===== src/rtl/led_sched_pkg.sv =====
// Shared types, default channel periods and width helper for the LED blink scheduler.
// Pure declarations: no latency, no flow control.
package led_sched_pkg;

    typedef enum logic {IDLE, RUN} state_t;

    localparam int DEF_N = 8;
    localparam logic [7:0] DEF_PERIODS [DEF_N] = '{
        8'd10, 8'd25, 8'd50, 8'd80, 8'd120, 8'd150, 8'd180, 8'd200
    };

    function automatic int clog2(input int v);
        int r;
        r = 0;
        while ((1 << r) < v) r++;
        return r;
    endfunction

endpackage


===== src/rtl/led_channel.sv =====
// One LED channel: half-period counter, shadow/active period pair and LED flop.
// Toggles on the edge following a base tick; always accepts writes, no backpressure.
module led_channel
    import led_sched_pkg::*;
#(
    parameter int            PW  = 8,
    parameter logic [PW-1:0] DEF = '0
) (
    input  logic          clk,
    input  logic          aclr,
    input  logic          tick,
    input  logic          run,
    input  logic          sync,
    input  logic          wr,
    input  logic [PW-1:0] wdata,
    output logic          led
);

    localparam logic [PW-1:0] ONE = PW'(1);

    logic [PW-1:0] cnt;
    logic [PW-1:0] shadow;
    logic [PW-1:0] active;
    logic [PW-1:0] shadow_nxt;

    assign shadow_nxt = wr ? wdata : shadow;

    always_ff @(posedge clk or negedge aclr) begin
        if (!aclr) begin
            cnt    <= '0;
            shadow <= DEF;
            active <= DEF;
            led    <= 1'b0;
        end else begin
            shadow <= shadow_nxt;
            if (!run) begin
                cnt <= '0;
                led <= 1'b0;
                if (wr) active <= wdata;
            end else if (sync) begin
                cnt    <= '0;
                led    <= 1'b0;
                active <= shadow_nxt;
            end else if (tick) begin
                if (active == '0) begin
                    cnt    <= '0;
                    led    <= 1'b0;
                    active <= shadow;
                end else if (cnt == active - ONE) begin
                    // A toggle into a disabled period parks the LED low rather than high.
                    cnt    <= '0;
                    led    <= (shadow == '0) ? 1'b0 : ~led;
                    active <= shadow;
                end else begin
                    cnt <= cnt + ONE;
                end
            end
        end
    end

endmodule


===== src/rtl/led_blink_scheduler.sv =====
// Shared prescaler, start/stop/sync FSM and CH blink channels on one time base.
// Base tick every TICK_DIV cycles in RUN; LED updates one cycle after tick; no backpressure.
module led_blink_scheduler
    import led_sched_pkg::*;
#(
    parameter  int TICK_DIV = 500000,
    parameter  int CH       = 8,
    parameter  int PW       = 8,
    localparam int AW       = (CH > 1) ? clog2(CH) : 1,
    localparam int PCW      = clog2(TICK_DIV)
) (
    input  logic          clk,
    input  logic          aclr,
    input  logic          start,
    input  logic          stop,
    input  logic          sync,
    input  logic          cfg_we,
    input  logic [AW-1:0] cfg_addr,
    input  logic [PW-1:0] cfg_period,
    output logic [CH-1:0] led,
    output logic          tick,
    output logic          running
);

    localparam logic [PCW-1:0] PLAST = PCW'(TICK_DIV - 1);

    logic [1:0]     rst_sync;
    logic           rst_n;
    state_t         state;
    logic [PCW-1:0] pcnt;
    logic           in_run;
    logic           clr;

    // Assert immediately, release aligned to clk.
    always_ff @(posedge clk or negedge aclr) begin
        if (!aclr) rst_sync <= 2'b00;
        else       rst_sync <= {rst_sync[0], 1'b1};
    end
    assign rst_n = rst_sync[1];

    always_ff @(posedge clk or negedge rst_n) begin
        if (!rst_n) begin
            state   <= IDLE;
            running <= 1'b0;
            pcnt    <= '0;
        end else begin
            case (state)
                IDLE: begin
                    pcnt <= '0;
                    if (start && !stop) begin
                        state   <= RUN;
                        running <= 1'b1;
                    end
                end
                RUN: begin
                    if (stop) begin
                        state   <= IDLE;
                        running <= 1'b0;
                        pcnt    <= '0;
                    end else if (sync || pcnt == PLAST) begin
                        pcnt <= '0;
                    end else begin
                        pcnt <= pcnt + PCW'(1);
                    end
                end
                default: begin
                    state   <= IDLE;
                    running <= 1'b0;
                    pcnt    <= '0;
                end
            endcase
        end
    end

    assign in_run = (state == RUN);
    assign tick   = in_run && (pcnt == PLAST);
    // stop and sync both realign the channels; stop additionally drops the FSM to IDLE.
    assign clr    = in_run && (stop || sync);

    for (genvar i = 0; i < CH; i++) begin : g_ch
        logic wr;
        assign wr = cfg_we && (int'(cfg_addr) == i);

        led_channel #(
            .PW  (PW),
            .DEF (PW'(DEF_PERIODS[i % DEF_N]))
        ) u_ch (
            .clk   (clk),
            .aclr  (rst_n),
            .tick  (tick),
            .run   (in_run),
            .sync  (clr),
            .wr    (wr),
            .wdata (cfg_period),
            .led   (led[i])
        );
    end

endmodule


===== config.mk =====
export PLATFORM = sky130hd
export DESIGN_NAME = led_blink_scheduler
export DESIGN_NICKNAME = d
export VERILOG_FILES = /design/src/rtl/led_sched_pkg.sv /design/src/rtl/led_channel.sv /design/src/rtl/led_blink_scheduler.sv
export SDC_FILE = /design/constraint.sdc
export NUM_CORES = 1
export LEC_CHECK = 0
export CELL_PAD_IN_SITES_DETAIL_PLACEMENT = 1
export CELL_PAD_IN_SITES_GLOBAL_PLACEMENT = 2
export CORE_ASPECT_RATIO = 1.2
export CORE_UTILIZATION = 47
export CTS_BUF_LIST = sky130_fd_sc_hd__clkbuf_8
export DETAILED_ROUTE_END_ITERATION = 8
export HOLD_SLACK_MARGIN = 0.1
export PLACE_DENSITY_LB_ADDON = 0.05
export SYNTH_ARGS = -nofsm -noshare
export SYNTH_HDL_FRONTEND = slang
export SYNTH_HIERARCHICAL = 1
export SYNTH_SLANG_ARGS = --single-unit

===== constraint.sdc =====
create_clock -name clk -period 10.1 [get_ports clk]
set_clock_uncertainty 0.1 [all_clocks]
set_input_delay 3.03 -clock clk [delete_from_list [all_inputs] [get_ports clk]]
set_output_delay 3.03 -clock clk [all_outputs]
set_load 0.03 [all_outputs]

# Word-level counts from Yosys, hierarchy flattened
# Index checks and enable logic that the tools add are counted.
# word_totals
reg_bits	223
in_bits	17
out_inout_bits	10
# classes
addsub	17
n_eq_ne	27
mux	153
bitwise	9
n_reduce_logical	56
# op_table
op	n
2-to-1 mux 8 bit	96
zero test 8 bit	16
adder 8 x 1 -> 8 bit, second input constant	8
equality test 8 bit	8
subtractor 8 x 1 -> 8 bit, second input constant	8
2-to-1 mux 1 bit	52
2-to-1 mux 19 bit	2
one-hot mux 19 bit (2 select lines)	1
!= test 4 x 1 -> 1 bit, second input constant	8
AND reduction 3 bit	8
adder 19 x 1 -> 19 bit, second input constant	1
equality test 19 bit, second input constant	1
AND reduction 2 bit	9
nonzero test 2 bit	8
equality test 3 bit, second input constant	4
logical AND 1 bit	11
NOT 1 bit	9
equality test 3 x 2 -> 1 bit, second input constant	2
!= test 2 bit, second input constant	2
one-hot mux 1 bit (2 select lines)	2
equality test 3 x 1 -> 1 bit, second input constant	1
zero test 3 bit	1
!= test 3 x 2 -> 1 bit, second input constant	1
logical OR 1 bit	2
zero test 1 bit	1

# Logic depth before layout (Yosys ltp)
# depth
depth_word	7
depth_mapped	10

# Cells and area by module
# The synthesis kept the hierarchy.
# by_module_without_submodules
mod	instances	cells_per_inst	area_per_inst_um2
led_channel at g_ch[4].u_ch ...	2	140	1534.0
led_channel at g_ch[1].u_ch ...	2	140	1531.5
led_channel at g_ch[0].u_ch ...	2	140	1529.0
led_channel at g_ch[6].u_ch	1	139	1471.4
led_channel at g_ch[7].u_ch	1	139	1468.9
led_blink_scheduler	1	125	1163.6

# Worst setup path before layout
# OpenSTA, ideal clock, no wires.
# synth_timing
kind	register -> output
from	register pcnt[0]
to	output tick
t_arrival_ns	2.645
required_time_ns	6.970
setup_slack_ns	4.325
stages_incl_launch_ff	5
path_cell_list	dfrtp_1 > ha_1 > and4_1 > nand4_1 > nor3_1
# synth_via
elab_chain_len	2
# synth_rtl
item	line_no	text
start, declared	led_blink_scheduler.sv:30	logic [PCW-1:0] pcnt;
start signal, assigned	led_blink_scheduler.sv:63	pcnt <= pcnt + PCW'(1);
equality test 19 bit	led_blink_scheduler.sv:76	assign tick = in_run && (pcnt == PLAST);
logical AND 1 bit	led_blink_scheduler.sv:76	
end, declared	led_blink_scheduler.sv:21	output logic tick,
# No other way between the ends.

# Worst setup path in the final report
# layout_timing
from	register pcnt[14]
to	output tick
# The elaborated chain is that of the path after synthesis.

==> run_results.csv <==
group,metric,value,unit
floorplan,die_height,186.2,µm
routing,vias,9578,
critical_path,rr_startpoint,"pcnt[14]$_DFF_PN0_",
floorplan,die_area,28960,µm²
critical_path,cp_top_family,"simple AND/OR/NAND/NOR gates",
critical_path,cp_max_fo,13,
synthesis,ys_seq_area_share,42.45,%
critical_path,cp.required,6970,ps
power_and_ir_drop,p_leak,5.940,nW
routing,drt_iter0_drc,371,
clock_network,hold_buffers,0,
global_route,grt_busiest_layer,"met2",
clock_network,clockBufferDepth,3,
routing,drc_errors,0,
final_layout,diodes,0,
synthesis,async_flop_share,100.0,%
floorplan,start_util,47.76,%
timing,fin_crit,6566,ps
timing,rsz0062_at_grt,"false",
clock_network,cts_root_buf,"clkbuf_8",
timing,tightest_slew,1242,ps
critical_path,crit_chain,"nor4b_1, nand4_1, nor3_2, buf_4, clkdlybuf4s50_1",
routing,wl_per_cell,18.93,µm
floorplan,die_w,155.5,µm
timing,max_slew_margin,16.43,%
critical_path,startpoint_type,"register",
final_layout,area_growth_syn_to_layout,10.34,%
critical_path,critPathLaunch,"pcnt[14]$_DFF_PN0_",
synthesis,synthAdderAreaFrac,2.353,%
synthesis,yosys.cell_count.top_type,"dfrtp_1",
run,max_cap_violations,0,
clock_network,cts_num_sinks,223,
routing,finalWirelength,32040,µm
timing,finalHoldViolCount,0,
critical_path,path_class,"register to output pin",
synthesis,yosys-top-cells-area,"dfrtp_1 (33%), mux2_2 (10%), dfstp_2 (9.9%), mux2_4 (4.1%), mux2i_1 (3.3%)",
timing,slew_viol_final,0,
critical_path,regToRegSetupSlack,6520,ps
final_layout,stdcell_count,1692,
synthesis,ys_warn_count,6,
outcome,run_status,"complete, no violations",
timing,tns,0,ps
global_route,grt_max_degree,78,
clock_network,cts_buffers,41,
synthesis,synth_edf_count,0,
critical_path,cp_slowest_stage_delay,800,ps
power_and_ir_drop,vdd_drop_max,105.0,µV
synthesis,synth_top_area_share,32.57,%
synthesis,synth_common_cells,"dfrtp_1 (173), mux2_2 (120), nand2_1 (89)",
global_route,grt_overflow,0,
synthesis,synthesis.area,13290,µm²
synthesis,yosys.area.top_type,"dfrtp_1",
final_layout,drive_above_1_share,27.19,%
synthesis,yosys-mux-area-fraction,17.55,%
routing,dr.pass1.iters,4,
global_route,grt.total_usage,22.92,%
critical_path,arrival,3440,ps
synthesis,synth_area_per_cell,10.69,µm²
global_route,grt_util_met3,2.896,%
synthesis,synthSimpleGateAreaFrac,17.31,%
floorplan,io_pins,27,
critical_path,path_buf_inv,2,
synthesis,synth_flop_cell,"dfrtp_1",
clock_network,cts_tree,"yes",
synthesis,syn_nets,1285,
timing,finalSetupViolCount,0,
place,gp_congestion,0.7910,
power_and_ir_drop,powerDensity,200.7,nW/µm²
global_route,grt_pass1_wl,52970,µm
place,port_buffers,26,
synthesis,synthXorXnorAreaFrac,5.732,%
synthesis,ys_types,50,
timing,final.period_utilization,65.01,%
synthesis,synth-compound-area-share,11.23,%
floorplan,coreArea,27830,µm²
timing,maxClockFrequency,0.1523,GHz
routing,viasPerCell,5.661,
floorplan,fp-row-count,67,
routing,ant_nets,0,
place,dp.cells,1617,
global_route,grtUsageMet1,30.44,%
min_path,hold_class,"register to async pin",
synthesis,ys_seq_elements,223,
place,dp_hpwl,21870,µm
clock_network,cts_max_level,2,
clock_network,path_clk_slew,60,ps
critical_path,cp_slowest_cell,"nor3_2",
global_route,use_met2,39.80,%
global_route,antenna_found_initial,0,
global_route,grt_pass1_vias,9916,
clock_network,cts-resized-gates,0,
clock_network,post-cts-setup-buffers,0,
clock_network,insertion_delay,540,ps
synthesis,syn_inst,1243,
synthesis,synth_top_family_by_area,"multiplexers",
critical_path,cp-end-kind,"output pin",
final_layout,nNetsFinal,1323,
==> flip-flops by register name, indices dropped and copies added, names as in the netlist <==
name and flops:
g_ch.u_ch/led 8, g_ch.u_ch/cnt 64, running 1, pcnt 19, in_run 1, g_ch.u_ch/active 64, g_ch.u_ch/shadow 64, rst_sync 2
==> per-layer routing <==
metal  vias up  routed length (µm)
met3        46                 708
li1       4580                   -
met1      4858               14810
met4         0                 548
met2        94               15970
met5         -                   0
==> final timing paths <==
check | end | cells after the start
worst max-delay path | tick | 5
worst min-delay path | pcnt[17]$_DFF_PN0_ | 0
worst max register to register | g_ch[2].u_ch/active[6]$_DFFE_PN0P_ | 8
worst min register to register | pcnt[17]$_DFF_PN0_ | 0
max in group asynchronous | rst_sync[1]$_DFF_PN0_ | 1
min in group clk | rst_sync[1]$_DFF_PN0_ | 0
==> worst register-to-register path: stages, from the launching register on <==
cell and delay (ps):
dfrtp_1 410, nor4b_1 420, nand4_1 200, nor3_2 810, buf_4 360, or2_2 240, o21ai_0 180, a21oi_4 400
mux2_4 340
==> logic make-up after synthesis <==
| group | Yosys count |
|---|---|
| flip-flops | 223 |
| XOR/XNOR | 87 |
| adder cells (fa/ha/maj) | 25 |
| AO/OA/AOI/OAI | 197 |
| buffers and inverters | 86 |
| multiplexers | 200 |
| other | 1 |
| AND/OR/NAND/NOR | 424 |
==> through the flow <==
| stage | area, µm² | utilization, % | total power, mW | worst slack (ps) | hold WS, ps |
|---|---|---|---|---|---|
| after floorplan | 13290 | - | 1.880 | 3413 | 231.2 |
| after global placement | 13840 | 49.72 | 2.059 | 4086 | 208.8 |
| after detailed placement | 13840 | 49.72 | 2.091 | 4048 | 213.1 |
| after CTS | 14670 | 52.70 | 2.988 | 3467 | 215.9 |
| after global routing | 14670 | 52.70 | 3.125 | 3355 | 238.7 |
| final | 14670 | 52.70 | 2.944 | 3534 | 195.7 |
==> power breakdown <==
group	switching [mW]	total (mW)	internal, mW
combinational	0.379	0.774	0.395
sequential	0.201	1.30	1.10
clock	0.394	0.871	0.477
total	0.974	2.94	1.97
==> cells in the final DEF, fill, tap and decap left out, drive strengths merged, types with 16 or more instances in the layout <==
master         Yosys  routed
a21oi             67      67
and3              16      16
clkbuf            14      50
clkdlybuf4s50      0      26
dfrtp            173     173
dfstp             50      50
ha                25      25
inv               44      53
mux2             156     156
mux2i             44      44
nand2             89      89
nand2b            27      27
nand3             45      45
nand3b            16      16
nand4             16      16
nor2              83      83
nor3              38      38
nor4              20      20
o21ai             58      58
or3               26      26
xnor2             42      42
xor2              45      45
==> area by class of cell <==
cell class                 instances  area (µm²)
tap                              379       474.2
multi-input combinational        934        7209
inverter                          44       165.2
clock inverter                    25       141.4
sequential                       223        5647
timing repair buffer              37       342.8
fill                            3085       13160
clock buffer                      50       688.2
No activity file was read; power rests on OpenSTA's default activity.
